==> config.mk <==
export PLATFORM = sky130hd
export DESIGN_NAME = wb_hazard_ctrl
export DESIGN_NICKNAME = d
export VERILOG_FILES = /design/src/rtl/wb_hazard_ctrl.sv
export SDC_FILE = /design/constraint.sdc
export NUM_CORES = 1
export LEC_CHECK = 0
export ABC_AREA = 1
export CAP_MARGIN = 20
export CORE_ASPECT_RATIO = 1.25
export CORE_UTILIZATION = 30
export CTS_BUF_LIST = sky130_fd_sc_hd__clkbuf_16
export CTS_CLUSTER_DIAMETER = 80
export DETAILED_ROUTE_END_ITERATION = 12
export PLACE_DENSITY = 0.47
export SLEW_MARGIN = 20
export SYNTH_ARGS = -nofsm -noshare
export SYNTH_HDL_FRONTEND = slang
export SYNTH_SLANG_ARGS = --single-unit
==> constraint.sdc <==
create_clock -name clk -period 5.31 [get_ports clk]
set_clock_uncertainty 0.1 [all_clocks]
set_input_delay 0.7965 -clock clk [delete_from_list [all_inputs] [get_ports clk]]
set_output_delay 0.7965 -clock clk [all_outputs]
set_load 0.05 [all_outputs]
==> src/rtl/wb_hazard_ctrl.sv <==
// Write-back issue/retire controller: per-register RAW scoreboard, in-flight limit, registered WB strobes.
// Optional macro WB_HAZARD_BYPASS_EN lets a same-cycle retire release a source hazard or a full stall.
module wb_hazard_ctrl #(
    parameter int REG_AW = 3,
    parameter int MAX_INFLIGHT = 3,
    localparam int CW = $clog2(MAX_INFLIGHT + 1)
) (
    input  logic              clk,
    input  logic              rst,
    input  logic              id_valid,
    input  logic [3:0]        id_op_code,
    input  logic [REG_AW-1:0] id_sr_addr,
    input  logic [REG_AW-1:0] id_tr_addr,
    input  logic [REG_AW-1:0] id_dr_addr,
    input  logic              wb_valid,
    input  logic [3:0]        wb_op_code,
    input  logic [REG_AW-1:0] wb_dr_addr,
    output logic              stall,
    output logic              issue,
    output logic              reg_we,
    output logic              ram_we,
    output logic              dr_sel_ram,
    output logic [CW-1:0]     inflight,
    output logic              sb_err
);
    localparam int NREG = 1 << REG_AW;
    localparam logic [3:0] OP_NOP0  = 4'b0100;
    localparam logic [3:0] OP_NOP1  = 4'b0101;
    localparam logic [3:0] OP_LOAD  = 4'b0110;
    localparam logic [3:0] OP_STORE = 4'b0111;

    logic [CW-1:0] r_cnt [NREG];
    logic [CW-1:0] r_inflight;
    logic          r_reg_we;
    logic          r_ram_we;
    logic          r_dr_sel_ram;
    logic          r_sb_err;

    function automatic logic f_writes(input logic [3:0] op);
        return !(op == OP_STORE || op == OP_NOP0 || op == OP_NOP1);
    endfunction

    logic            w_id_writes;
    logic            w_wb_writes;
    logic [CW-1:0]   w_cnt_s;
    logic [CW-1:0]   w_cnt_t;
    logic [CW-1:0]   w_cnt_wb;
    logic            w_haz_s;
    logic            w_haz_t;
    logic            w_full;
    logic            w_stall;
    logic            w_issue;
    logic            w_underflow;
    logic [NREG-1:0] w_inc;
    logic [NREG-1:0] w_dec;

    assign w_cnt_s     = r_cnt[id_sr_addr];
    assign w_cnt_t     = r_cnt[id_tr_addr];
    assign w_cnt_wb    = r_cnt[wb_dr_addr];
    assign w_wb_writes = wb_valid && f_writes(wb_op_code);

`ifdef WB_HAZARD_BYPASS_EN
    // A retiring writer that is the last pending one for a source frees it this cycle.
    logic w_byp_s;
    logic w_byp_t;
    assign w_byp_s = w_wb_writes && (wb_dr_addr == id_sr_addr) && (w_cnt_s == CW'(1));
    assign w_byp_t = w_wb_writes && (wb_dr_addr == id_tr_addr) && (w_cnt_t == CW'(1));
    assign w_haz_s = (w_cnt_s != '0) && !w_byp_s;
    assign w_haz_t = (w_cnt_t != '0) && !w_byp_t;
    assign w_full  = (r_inflight == CW'(MAX_INFLIGHT)) && !wb_valid;
`else
    assign w_haz_s = (w_cnt_s != '0);
    assign w_haz_t = (w_cnt_t != '0);
    assign w_full  = (r_inflight == CW'(MAX_INFLIGHT));
`endif

    assign w_stall     = id_valid && (w_haz_s || w_haz_t || w_full);
    assign w_issue     = id_valid && !w_stall;
    assign w_id_writes = w_issue && f_writes(id_op_code);
    assign w_underflow = (w_wb_writes && (w_cnt_wb == '0)) || (wb_valid && (r_inflight == '0));

    always_comb begin
        w_inc = '0;
        w_dec = '0;
        for (int i = 0; i < NREG; i++) begin
            w_inc[i] = w_id_writes && (id_dr_addr == REG_AW'(i));
            w_dec[i] = w_wb_writes && (wb_dr_addr == REG_AW'(i));
        end
    end

    always_ff @(posedge clk) begin
        if (rst) begin
            for (int i = 0; i < NREG; i++) begin
                r_cnt[i] <= '0;
            end
            r_inflight   <= '0;
            r_reg_we     <= 1'b0;
            r_ram_we     <= 1'b0;
            r_dr_sel_ram <= 1'b0;
            r_sb_err     <= 1'b0;
        end else begin
            // Simultaneous issue and retire on one register cancel out.
            for (int i = 0; i < NREG; i++) begin
                if (w_inc[i] && !w_dec[i]) begin
                    r_cnt[i] <= r_cnt[i] + CW'(1);
                end else if (w_dec[i] && !w_inc[i] && (r_cnt[i] != '0)) begin
                    r_cnt[i] <= r_cnt[i] - CW'(1);
                end
            end
            if (w_issue && !wb_valid) begin
                r_inflight <= r_inflight + CW'(1);
            end else if (wb_valid && !w_issue && (r_inflight != '0)) begin
                r_inflight <= r_inflight - CW'(1);
            end
            if (w_underflow) begin
                r_sb_err <= 1'b1;
            end
            r_reg_we     <= w_wb_writes;
            r_ram_we     <= wb_valid && (wb_op_code == OP_STORE);
            r_dr_sel_ram <= wb_valid && (wb_op_code == OP_LOAD);
        end
    end

    assign stall      = w_stall;
    assign issue      = w_issue;
    assign reg_we     = r_reg_we;
    assign ram_we     = r_ram_we;
    assign dr_sel_ram = r_dr_sel_ram;
    assign inflight   = r_inflight;
    assign sb_err     = r_sb_err;
endmodule

Word level (Yosys, flattened, before mapping)
Memory sizes are Yosys's and may differ from the RTL's.
Index checks and enable logic that the tools add are counted.
W data, S select, Z words.
{"block": "totals", "mem_bits_rw": 16, "regBits": 6, "input_bits": 24, "n_memories": 1, "output_inout_bits": 8, "elab_cells": 233}
{"block": "op_classes", "bitwise_logic": 16, "reduce_logical": 95, "mux": 76, "n_addsub": 18, "n_eq_ne": 22}
{"name": "r_cnt", "depth": 8, "word_bits": 2, "read_ports": 11, "rd_ports_with_merged_regs": 0, "wr": 8, "line_no": "32", "source": "logic [CW-1:0] r_cnt [NREG];"}
{"operator": "$mux W1", "n": 58}
{"operator": "$logic_and A1 B1 Y1", "n": 51}
{"operator": "$mux W2", "n": 18}
{"operator": "$eq A4 B3 Y1 const B", "n": 7}
{"operator": "$eq A3 B3 Y1 const B", "n": 8}
{"operator": "$reduce_bool A2 Y1", "n": 12}
{"operator": "$logic_not A1 Y1", "n": 21}
{"operator": "$add A2 B1 Y2 const B", "n": 9}
{"operator": "$sub A2 B1 Y2 const B", "n": 9}
{"operator": "$or A1 B1 Y1", "n": 16}
{"operator": "$eq A3 B2 Y1 const B", "n": 4}
{"operator": "$logic_or A1 B1 Y1", "n": 7}
{"operator": "$eq A3 B1 Y1 const B", "n": 2}
{"operator": "$logic_not A3 Y1", "n": 2}
{"operator": "$logic_not A2 Y1", "n": 2}
{"operator": "$eq A2 B2 Y1 const B", "n": 1}

Logic depth before layout (Yosys ltp)
An unclocked memory read counts as a cell.
{"block": "logic_depth", "ltp_word": 17, "ltp_mapped": 14, "ltp_nobuf": 14}

Least setup slack after synthesis
Ideal clock, no wire load.
{"block": "synth_timing", "path_type": "input to output", "start": "input id_sr_addr[0]", "end": "output stall", "arrival_ns": 1.956, "n_path_buf": 0, "required_time_ns": 4.413, "path_stages": 9, "slack_ns": 2.458, "path_cell_list": "inv_2 -> o21ai_0 -> nand3_1 -> nand2_1 -> nand2_1 -> nand2_2 -> inv_2 -> nor2_4 -> nor2_1"}
{"block": "synth_between", "elab_chain_len": 5}
{"item": "from (decl)", "line_no": "12", "source": "input logic [REG_AW-1:0] id_sr_addr,"}
{"item": "$mem_v2 Z8 W2"}
{"item": "$reduce_bool A2 Y1", "line_no": "72", "source": "assign w_haz_s = (w_cnt_s != '0);"}
{"item": "$logic_or A1 B1 Y1 (2 in a row)", "line_no": "77", "source": "assign w_stall = id_valid && (w_haz_s || w_haz_t || w_full);"}
{"item": "$logic_and A1 B1 Y1", "line_no": "77"}
{"item": "to (decl)", "line_no": "18", "source": "output logic stall,"}
No other way between the ends.

Final worst setup path
{"block": "layout_timing", "start": "input id_tr_addr[0]", "end": "output issue"}
{"block": "layout_between", "elab_chain_len": 7}
{"item": "from (decl)", "line_no": "13", "source": "input logic [REG_AW-1:0] id_tr_addr,"}
{"item": "$mem_v2 Z8 W2"}
{"item": "$reduce_bool A2 Y1", "line_no": "73", "source": "assign w_haz_t = (w_cnt_t != '0);"}
{"item": "$logic_or A1 B1 Y1 (2 in a row)", "line_no": "77"}
{"item": "$logic_and A1 B1 Y1", "line_no": "77"}
{"item": "$logic_not A1 Y1", "line_no": "78", "source": "assign w_issue = id_valid && !w_stall;"}
{"item": "$logic_and A1 B1 Y1", "line_no": "78"}
{"item": "to (decl)", "line_no": "19", "source": "output logic issue,"}
No other way between the ends.

==> impl_metrics.toml <==
[pwr]
ir_worst_vdd_mv = 0.0977
p_leak_nw = 1.06
pwr_density_cell_nw_per_um2 = 212
total_power_w = 0.000493

[critical_path]
r2r_slack_ps = 3160
reg2regPathDepth = 12
setup.worst_path.start_class = "input port"
required_ps = 4410
critPathArrivalTime_ps = 2960
r2r_end = "r_cnt[2][1]"
startpoint = "id_tr_addr[0]"
crit_fanout = 7
cp-end-kind = "primary output"
reg2reg_from = "r_cnt[3][0]"
crit_type = "in2out"

[logic_synthesis]
synthAdderAreaFrac = 0.00678
synth_nets = 303
synth_compound_area_frac = 0.0888
ys_ff_latch = 22
syn_avg_cell_area_um2 = 6.64
yosysTopAreaCell = "edfxtp_1"
synth_cell_types = 34
synthesis.area_um2 = 1850
yosysWarnings = 0
yosysTopAreaCellShare = 0.260
syn_inst = 278
synth_xor_area_frac = 0.00474
synth-simple-area-share = 0.451
synth.area.top_cells = "edfxtp_1 (26%), nand2_1 (16%), inv_1 (9.3%)"
synth_top_family_by_area = "simple AND/OR/NAND/NOR gates"
yosysMostFrequentCell = "nand2_1"
yosysSeqAreaShare = 0.325
synth_commonest_cells = "nand2_1 (80), inv_1 (46), nor2_1 (26)"
synth_edf_count = 16
synthMuxAreaShare = 0.0108
synth_flop_cell = "edfxtp_1"
async_reset_ff_frac = 0

[floorplan]
rows = 31
die_area_um2 = 6480
initial_core_util = 0.315
die_h_um = 89.7
boundaryPins = 32
core_um2 = 5860
dieWidth_um = 72.2

[routing]
routedWlPerCell_um = 12.5
drtPass1Iterations = 4
wl_um = 4900
drtAntennaViolNets = 0
vias = 1813
route.detailed.drc = 0
drt-initial-drc-count = 76
viasPerCell = 4.61

[clock_tree]
cts_setup_buffers = 0
ctsHoldBuffers = 0
cts_tree = "built"
clkLatencyLatePin_ps = 260
clk_pin_slew_worst_paths_ps = 60
cts.sinks = 22
cts-buffers-inserted = 3
h-tree-depth = 1
clk_path_buf_depth = 2
cts_resized = 0
clock-root-buffer = "clkbuf_16"

[finish]
seqCellArea_um2 = 601
multiInputGateArea_um2 = 1040
final_layout_size_suffix_gt1_frac = 0.106
nets = 337
fill_cells = 652
antennaDiodeCount = 0
area_growth_pct = 26.2

[sta]
fmax_mhz = 259
max_slew_margin = 0.557
min_period_ps = 3860
setup_viol = 0
hold_viol_final = 0
setup_ws_ps = 1450
setup_tns_ps = 0
post-route-period-util = 0.726
max_slew.worst_pin.slew_ps = 662
rsz0062_at_grt = "false"
maxSlewViolCount = 0

[place]
gp_congestion = 0.843
hpwlAfterDp_um = 3990
pre_cts_ws_ps = 1440
port_buffers = 31

[hold_path]
hold_path.class = "reg2reg"
min_from = "sb_err"
hold-path-endpoint = "sb_err"
hold_depth = 2

[grt]
grt_overflow_total = 0
grt_pass1_wl_um = 8350
antenna_found_initial = 0
grt_usage = 0.165
grt_start_max_net_pins = 19
grt_pass1_vias = 1800

[job]
cap_violations = 0

[status]
outcome = "completed"
==> cells by family (layout without fill, tap and decap cells) <==
family / Yosys count / count (layout)
AND/OR/NAND/NOR: 170 / 170
buffers and inverters: 55 / 88
AO/OA/AOI/OAI: 27 / 27
flip-flops: 22 / 22
multiplexers: 2 / 2
adder cells (fa/ha/maj): 1 / 1
XOR/XNOR: 1 / 1
==> cell type report <==
cell class | instances | share of cell area
multi-input combinational | 201 | 0.446
clock inverter | 1 | 0.00161
tap | 82 | 0.0440
timing repair buffer | 31 | 0.133
sequential | 22 | 0.258
inverter | 53 | 0.0859
clock buffer | 3 | 0.0322
==> where the power goes <==
group          internal (W)  total (W)  switching (W)  leakage (nW)
Combinational     0.0000481   0.000128      0.0000801         0.806
Sequential         0.000194   0.000202     0.00000709         0.214
Clock              0.000101   0.000164      0.0000629        0.0385
==> cells in the final DEF, fill, tap and decap left out, types with 3 or more instances in the layout <==
master and count:
nor2_2 4, inv_2 5, nor3_1 6, dfxtp_1 6, clkbuf_16 3, nand4_1 9
nor2_4 3, nand2_2 5, a21oi_1 11, edfxtp_1 16, o21ai_0 5, a21oi_2 4
clkdlybuf4s50_1 31, nor2_1 26, inv_1 46, nand3_1 25, nand2_1 80
==> metrics by stage <==
step | utilization | instance area, um2 | std cells | hold slack (ps)
final | 0.398 | 2330 | 393 | 379
after global routing | 0.398 | 2330 | 393 | 409
after CTS | 0.398 | 2330 | 393 | 389
after detailed placement | 0.385 | 2250 | 389 | 370
after global placement | 0.385 | 2250 | 389 | 366
after floorplan | - | 1850 | 278 | 446
==> sequential cells by signal, summed over array words and instances (netlist names) <==
signal      flops
sb_err          1
dr_sel_ram      1
r_cnt          16
ram_we          1
reg_we          1
inflight        2
==> worst max-delay path, cell delays in order <==
cell,delay [ps]
clkdlybuf4s50_1,570
inv_2,100
a21oi_1,130
nand3_1,90
nand3_2,100
nand2_4,70
nor2_8,100
nand2_2,70
nor2_4,110
clkdlybuf4s50_1,820
==> layer usage <==
| metal | share of wire | vias to the layer above | GRT usage |
|---|---|---|---|
| li1 | - | 964 | - |
| met1 | 0.45 | 801 | 0.206 |
| met2 | 0.49 | 42 | 0.282 |
| met3 | 0.046 | 6 | 0.0235 |
| met4 | 0.013 | 0 | 0.0588 |
| met5 | 0 | - | 0 |
==> worst max path at each step <==
stage | to | slack (ps) | cells after the start
floorplan | stall | 2460 | 9
global placement | issue | 1460 | 10
detailed placement | issue | 1440 | 10
CTS | issue | 1430 | 10
global route | issue | 1320 | 10
finish | issue | 1450 | 10
Power figures use the tool's default switching activity.
